--- src/rtl/dram_read_mux_pkg.sv ---
// TauCfg: shared configuration for the tau array.
// Provides the array size, address/data widths and the cache line geometry
// used by every block sitting around Top_sd. Also carries the DRAM read mux
// credit limit and the tau tag type.
// No ports (package).

package TauCfg;

  localparam int N_TAU          = 4;
  localparam int GLOBAL_ADDR_BW = 32;
  localparam int DATA_BW        = 32;
  localparam int CACHE_SIZE     = 4;

  // Maximum number of memory reads the DRAM mux keeps in flight.
  localparam int DRAM_MAX_OUT   = 8;

  // Tag width needed to name one tau; never narrower than one bit.
  localparam int TAU_IDW        = (N_TAU > 1) ? $clog2(N_TAU) : 1;

  typedef logic [TAU_IDW-1:0] TauId_t;

endpackage

--- src/rtl/dram_mux_rr_arb.sv ---
// dram_mux_rr_arb: round-robin arbiter with a rotating priority pointer.
// The grant goes to the first requester at or after the pointer (wrapping),
// and the pointer then moves to one past the winner, so a requester waits at
// most N grants. Shared by the DRAM read and write muxes.
// Ports:
//   clk   in  1  clock
//   rst_n in  1  asynchronous active-low reset (pointer -> 0)
//   req   in  N  request vector
//   en    in  1  grant enable; no grant and no pointer move when low
//   gnt   out N  one-hot grant (or zero)

module dram_mux_rr_arb #(
  parameter int N = 4
) (
  input  logic         clk,
  input  logic         rst_n,
  input  logic [N-1:0] req,
  input  logic         en,
  output logic [N-1:0] gnt
);

  localparam int PW = (N > 1) ? $clog2(N) : 1;

  logic [PW-1:0] ptr;
  logic [PW-1:0] ptr_next;

  // Scan the requesters starting at the pointer; first hit wins.
  always_comb begin
    int  idx;
    logic found;
    gnt      = '0;
    ptr_next = ptr;
    found    = 1'b0;
    idx      = 0;
    for (int i = 0; i < N; i++) begin
      idx = int'(ptr) + i;
      if (idx >= N) begin
        idx = idx - N;
      end
      if (en && !found && req[idx]) begin
        found    = 1'b1;
        gnt[idx] = 1'b1;
        ptr_next = (idx + 1 >= N) ? '0 : PW'(idx + 1);
      end
    end
  end

  always_ff @(posedge clk or negedge rst_n) begin
    if (!rst_n) begin
      ptr <= '0;
    end else begin
      ptr <= ptr_next;
    end
  end

endmodule

--- src/rtl/dram_read_mux.sv ---
// dram_read_mux: merges the per-tau DRAM read-address channels onto a single
// memory read port and steers the in-order read data back to the tau that
// issued each request.
// Each granted request has its tau tag pushed into a small order FIFO; the
// FIFO head selects which tau sees the next returned line. Credits
// (outstanding tags) bound the number of reads in flight to MAX_OUT.
// Optional build macro: DRAM_READ_MUX_PERF_EN adds saturating perf counters.
// Ports:
//   i_clk     in   1            clock
//   i_rst     in   1            asynchronous active-low reset
//   ra_rdys   in   N_TAU        per-tau read-address valid
//   ra_acks   out  N_TAU        per-tau read-address accept (one-hot/zero)
//   ra_addrs  in   N_TAU x GBW  per-tau read address
//   mra_rdy   out  1            memory read-address valid (registered)
//   mra_ack   in   1            memory read-address accept
//   mra_addr  out  GBW          memory read address (registered)
//   mra_id    out  IDW          tau tag of the request (registered)
//   mrd_rdy   in   1            memory read-data valid (in order)
//   mrd_ack   out  1            memory read-data accept
//   mrd_data  in   LINE_BW      memory read line
//   rd_rdys   out  N_TAU        per-tau read-data valid
//   rd_acks   in   N_TAU        per-tau read-data accept
//   rd_data   out  LINE_BW      read line, shared by all taus
//   perf_grants       out N_TAU x 32  grants per tau          (perf build)
//   perf_credit_stall out 32  requesting cycles with no credit (perf build)
//   perf_mem_stall    out 32  cycles memory held off a request (perf build)

module dram_read_mux #(
  parameter int N_TAU   = TauCfg::N_TAU,
  parameter int GBW     = TauCfg::GLOBAL_ADDR_BW,
  parameter int LINE_BW = TauCfg::CACHE_SIZE * TauCfg::DATA_BW,
  parameter int MAX_OUT = TauCfg::DRAM_MAX_OUT,
  parameter int IDW     = (N_TAU > 1) ? $clog2(N_TAU) : 1
) (
  input  logic                      i_clk,
  input  logic                      i_rst,
  input  logic [N_TAU-1:0]          ra_rdys,
  output logic [N_TAU-1:0]          ra_acks,
  input  logic [N_TAU-1:0][GBW-1:0] ra_addrs,
  output logic                      mra_rdy,
  input  logic                      mra_ack,
  output logic [GBW-1:0]            mra_addr,
  output logic [IDW-1:0]            mra_id,
  input  logic                      mrd_rdy,
  output logic                      mrd_ack,
  input  logic [LINE_BW-1:0]        mrd_data,
  output logic [N_TAU-1:0]          rd_rdys,
  input  logic [N_TAU-1:0]          rd_acks,
  output logic [LINE_BW-1:0]        rd_data
`ifdef DRAM_READ_MUX_PERF_EN
  ,
  output logic [N_TAU-1:0][31:0]    perf_grants,
  output logic [31:0]               perf_credit_stall,
  output logic [31:0]               perf_mem_stall
`endif
);

  localparam int PW  = $clog2(MAX_OUT);
  localparam int OCW = PW + 1;
  localparam logic [OCW-1:0] FULL = OCW'(MAX_OUT);

  logic [IDW-1:0] fifo_mem [MAX_OUT];
  logic [PW-1:0]  wr_ptr;
  logic [PW-1:0]  rd_ptr;
  logic [OCW-1:0] outstanding;
  logic           fifo_empty;
  logic [IDW-1:0] head;

  logic           can_issue;
  logic           arb_en;
  logic [N_TAU-1:0] gnt;
  logic           grant;
  logic [IDW-1:0] gnt_id;
  logic           pop;

  // The credit check uses the registered count only, so a pop in this cycle
  // cannot open a grant in the same cycle (no rd_acks -> ra_acks path).
  // Grants are also held off while reset is asserted.
  assign can_issue = (!mra_rdy || mra_ack) && (outstanding < FULL);
  assign arb_en    = can_issue && i_rst;

  dram_mux_rr_arb #(
    .N (N_TAU)
  ) u_arb (
    .clk   (i_clk),
    .rst_n (i_rst),
    .req   (ra_rdys),
    .en    (arb_en),
    .gnt   (gnt)
  );

  assign ra_acks = gnt;
  assign grant   = |gnt;

  always_comb begin
    gnt_id = '0;
    for (int t = 0; t < N_TAU; t++) begin
      if (gnt[t]) begin
        gnt_id = IDW'(t);
      end
    end
  end

  // One-entry output register for the memory request channel.
  always_ff @(posedge i_clk or negedge i_rst) begin
    if (!i_rst) begin
      mra_rdy  <= 1'b0;
      mra_addr <= '0;
      mra_id   <= '0;
    end else if (grant) begin
      mra_rdy  <= 1'b1;
      mra_addr <= ra_addrs[gnt_id];
      mra_id   <= gnt_id;
    end else if (mra_ack) begin
      mra_rdy  <= 1'b0;
    end
  end

  // The outstanding count equals the FIFO occupancy, so it doubles as the
  // empty flag.
  assign fifo_empty = (outstanding == '0);
  assign head       = fifo_mem[rd_ptr];

  // Response steering is purely combinational: the head tag picks the tau.
  always_comb begin
    rd_rdys = '0;
    if (mrd_rdy && !fifo_empty) begin
      rd_rdys[head] = 1'b1;
    end
  end

  assign rd_data = mrd_data;
  assign mrd_ack = rd_rdys[head] && rd_acks[head];
  assign pop     = mrd_ack;

  // Order FIFO: tags go in at grant time, come out when a line is delivered.
  always_ff @(posedge i_clk or negedge i_rst) begin
    if (!i_rst) begin
      fifo_mem    <= '{default: '0};
      wr_ptr      <= '0;
      rd_ptr      <= '0;
      outstanding <= '0;
    end else begin
      if (grant) begin
        fifo_mem[wr_ptr] <= gnt_id;
        wr_ptr           <= wr_ptr + 1'b1;
      end
      if (pop) begin
        rd_ptr <= rd_ptr + 1'b1;
      end
      if (grant && !pop) begin
        outstanding <= outstanding + 1'b1;
      end else if (pop && !grant) begin
        outstanding <= outstanding - 1'b1;
      end
    end
  end

  // Returned data with nothing outstanding means the memory side broke the
  // protocol; it is never acked.
  mrd_no_tag: assert property (@(posedge i_clk) disable iff (!i_rst)
                               !(mrd_rdy && fifo_empty));

`ifdef DRAM_READ_MUX_PERF_EN
  // Saturating event counters.
  always_ff @(posedge i_clk or negedge i_rst) begin
    if (!i_rst) begin
      perf_grants       <= '0;
      perf_credit_stall <= '0;
      perf_mem_stall    <= '0;
    end else begin
      for (int t = 0; t < N_TAU; t++) begin
        if (gnt[t] && (perf_grants[t] != '1)) begin
          perf_grants[t] <= perf_grants[t] + 32'd1;
        end
      end
      if ((|ra_rdys) && (outstanding == FULL) && (perf_credit_stall != '1)) begin
        perf_credit_stall <= perf_credit_stall + 32'd1;
      end
      if (mra_rdy && !mra_ack && (perf_mem_stall != '1)) begin
        perf_mem_stall <= perf_mem_stall + 32'd1;
      end
    end
  end
`endif

endmodule

--- config.mk ---
export PLATFORM = sky130hd
export DESIGN_NAME = dram_read_mux
export DESIGN_NICKNAME = d
export VERILOG_FILES = /design/src/rtl/dram_read_mux_pkg.sv /design/src/rtl/dram_mux_rr_arb.sv /design/src/rtl/dram_read_mux.sv
export SDC_FILE = /design/constraint.sdc
export NUM_CORES = 1
export LEC_CHECK = 0
export CAP_MARGIN = 20
export CELL_PAD_IN_SITES_DETAIL_PLACEMENT = 0
export CELL_PAD_IN_SITES_GLOBAL_PLACEMENT = 1
export CORE_ASPECT_RATIO = 0.75
export CORE_MARGIN = 8
export CORE_UTILIZATION = 22
export CTS_CLUSTER_SIZE = 30
export DETAILED_ROUTE_END_ITERATION = 10
export GPL_TIMING_DRIVEN = 0
export PLACE_DENSITY_LB_ADDON = 0.08
export SETUP_SLACK_MARGIN = 0.05
export SLEW_MARGIN = 0
export SYNTH_ARGS = -nofsm -noshare
export SYNTH_HDL_FRONTEND = slang
export SYNTH_HIERARCHICAL = 1
export SYNTH_SLANG_ARGS = --single-unit
export TNS_END_PERCENT = 50
--- constraint.sdc ---
create_clock -name i_clk -period 5.14 [get_ports i_clk]
set_clock_uncertainty 0.1 [all_clocks]
set_input_delay 1.028 -clock i_clk [delete_from_list [all_inputs] [get_ports i_clk]]
set_output_delay 1.028 -clock i_clk [all_outputs]
set_load 0.02 [all_outputs]
==> flow_summary.yaml <==
outcome:
  outcome: "finished clean"
job:
  maxCapViolCount: 0
clock_tree:
  clockRootBuffer: "clkbuf_16"
  path_clk_slew_ns: 0.06
  cts_buffer_depth: 2
  cts_hold_buf: 0
  cts_tree: "done"
  clock_latency_ns: 0.33
  cts_buffers: 9
  clock_sinks: 63
  cts_max_level: 3
synth:
  synth_nets: 871
  synth_top_family_by_area: "buffers and inverters"
  synth-xor-area-share: 0.0153
  synthMuxAreaShare: 0.127
  synth_cell_types: 50
  syn-cell-area_um2: 5140
  synth_fa_ha_area_frac: 0.0307
  synth_ff_type: "dfrtp_1"
  synth-simple-area-share: 0.107
  syn_inst: 591
  postSynth.asyncResetShare: 1.00
  synth.area.top_cells: "dfrtp_1 31%, buf_4 19%, mux2i_1 6.8%"
  syn_area_per_cell_um2: 8.69
  synth_top_area_cell: "dfrtp_1"
  synth_compound_area_frac: 0.173
  synth-edff-count: 0
  synth_top_area_frac: 0.307
  yosysWarnings: 6
  seq_area_frac_synth: 0.307
  yosys_register_bits: 63
sta:
  min_period_over_period: 0.946
  final_max_slew_viol_count: 0
  slew_headroom: 0.445
  final_hold_viol_count: 0
  fmax_mhz: 206
  setup-tns-final_ns: 0
  rsz0062_at_grt: "false"
  tightest_slew_ns: 0.832
  final-setup-viol-count: 0
  fin_hold_ws_ns: 0.382
  period_needed_ns: 4.86
placed_design:
  hpwlAfterDp_mm: 19.6
  portBuffers: 311
  dp.cells: 1202
  gp_congestion: 0.809
layout:
  drive_above_1_share: 0.196
  final_nets: 1194
  final_common_cell: "clkdlybuf4s50_1"
  final_cell_mix: "308 x clkdlybuf4s50_1, 129 x buf_4, 63 x dfrtp_1"
  final_core_util: 0.392
  syn_to_final_growth_pct: 74.8
  final_cells: 1220
power_and_ir_drop:
  power_uw: 4220
  power.density_nw_per_um2: 470
  p_leak_uw: 0.00387
  vdd_drop_max_uv: 184
global_routing:
  grt_pass1_vias: 5830
  grtUsageTotal: 0.156
  grt_first_pass_wirelength_mm: 34.7
  antenna_found_initial: 1
  grt_max_degree: 65
  overflow: 0
floorplanning:
  ios: 440
  core_region_area_um2: 22900
  fp.dieH_um: 148
  rows: 48
  start_util: 0.224
  dieArea_um2: 28500
  die_w_um: 192
critical_path:
  worst_ep_required_time_ns: 5.25
  critPathLaunchType: "primary input"
  crit_path_end_kind: "register"
  critPathKind: "primary input to register"
  cp_max_fo: 10
  crit_arrival_ns: 4.97
drt:
  wl_mm: 23.5
  vias: 5322
  vias_per_cell: 4.36
  ant_nets: 0
  drt_iter0_drc: 240
  dr.pass1.iters: 4
  drcViolationCount: 0
  wire_per_inst_um: 19.3
min_path:
  hp-class: "register to register"
[power by group]
part,switching [uW],total [uW],internal (uW)
clock network,239,613,374
logic,1390,2680,1280
registers,172,930,758
[per-stage QoR]
stage               instance area, um^2  setup WS [ns]
global route                       8980         0.0259
finish                             8980          0.280
detailed placement                 8620          -1.35
floorplan                          5140          0.270
CTS                                8950         0.0715
global placement                   8630          -3.32
[worst paths after layout]
path,start,endpoint,slack (ns),cells after the start
setup reg to reg,u_arb/ptr[0],outstanding[3],0.37,20
min in group asynchronous,i_rst,outstanding[0],0.46,1
hold reg to reg,mra_id[1],mra_id[1],0.38,2
hold / removal,mra_id[1],mra_id[1],0.38,2
max in group asynchronous,i_rst,mra_addr[6],4.12,1
setup / recovery,ra_rdys[3],outstanding[3],0.28,17
[kinds of logic (layout without fill, tap and decap cells)]
| group | count (synthesis) | count (layout) |
|---|---|---|
| other | 0 | 1 |
| DFF | 63 | 63 |
| adders and majority gates | 12 | 12 |
| xor gates and xnor gates | 9 | 9 |
| buffers and inverters | 193 | 521 |
| AOI/OAI and AO/OA | 143 | 143 |
| muxes | 54 | 54 |
| and+or+nand+nor | 117 | 117 |
[routing by layer]
layer	routed length, um	vias up	part of all wire	global-route usage
met3	2480	21	0.11	0.0686
li1	-	2550	-	-
met5	0	-	0	0
met4	342	0	0.015	0.0385
met2	11700	222	0.50	0.269
met1	8980	2529	0.38	0.174
[cell usage after synthesis (all sizes together), types with 4 or more instances]
library cell,count
buf,133
dfrtp,63
nand2,58
o21ai,44
a21oi,42
mux2i,35
nor2,34
clkbuf,30
inv,30
a211oi,21
o31ai,20
mux2,12
ha,11
xnor2,8
mux4,7
a22o,4
nand3,4
nor2b,4
[sequential cells by signal (all words and copies together) (netlist names)]
name	flops
mra_addr	32
mra_rdy	1
u_arb/ptr	2
mra_id	2
rd_ptr	3
fifo_mem	16
wr_ptr	3
outstanding	4
[critical path: stages]
cell             delay, ns
clkdlybuf4s50_1       0.54
mux4_2                0.59
nor2b_4               0.18
a22o_1                0.18
a222oi_1              0.38
inv_2                 0.17
nor4_4                0.38
buf_6                 0.20
inv_2                 0.05
ha_1                  0.20
inv_1                 0.12
ha_1                  0.25
a21o_1                0.18
a21oi_1               0.17
xnor2_1               0.14
nor2_1                0.07
xor2_1                0.14
[cell type report]
type / instances / area [um^2]
multi-input cells: 335 / 2350
diodes: 1 / 2.50
flip-flops and latches: 63 / 1580
clock inverters: 6 / 61.3
fillers: 2352 / 14000
inverters: 30 / 113
well taps: 300 / 375
plain buffers: 163 / 1130
clock buffers: 10 / 229
repair buffers: 312 / 3140
[repair_timing]
action                                  4_1_cts  5_1_grt
endpoints found under the setup margin       46        6
pin swaps                                     0        3
resized for setup                            10        8
buffers inserted                              0        1
Power figures use the tool's default switching activity.
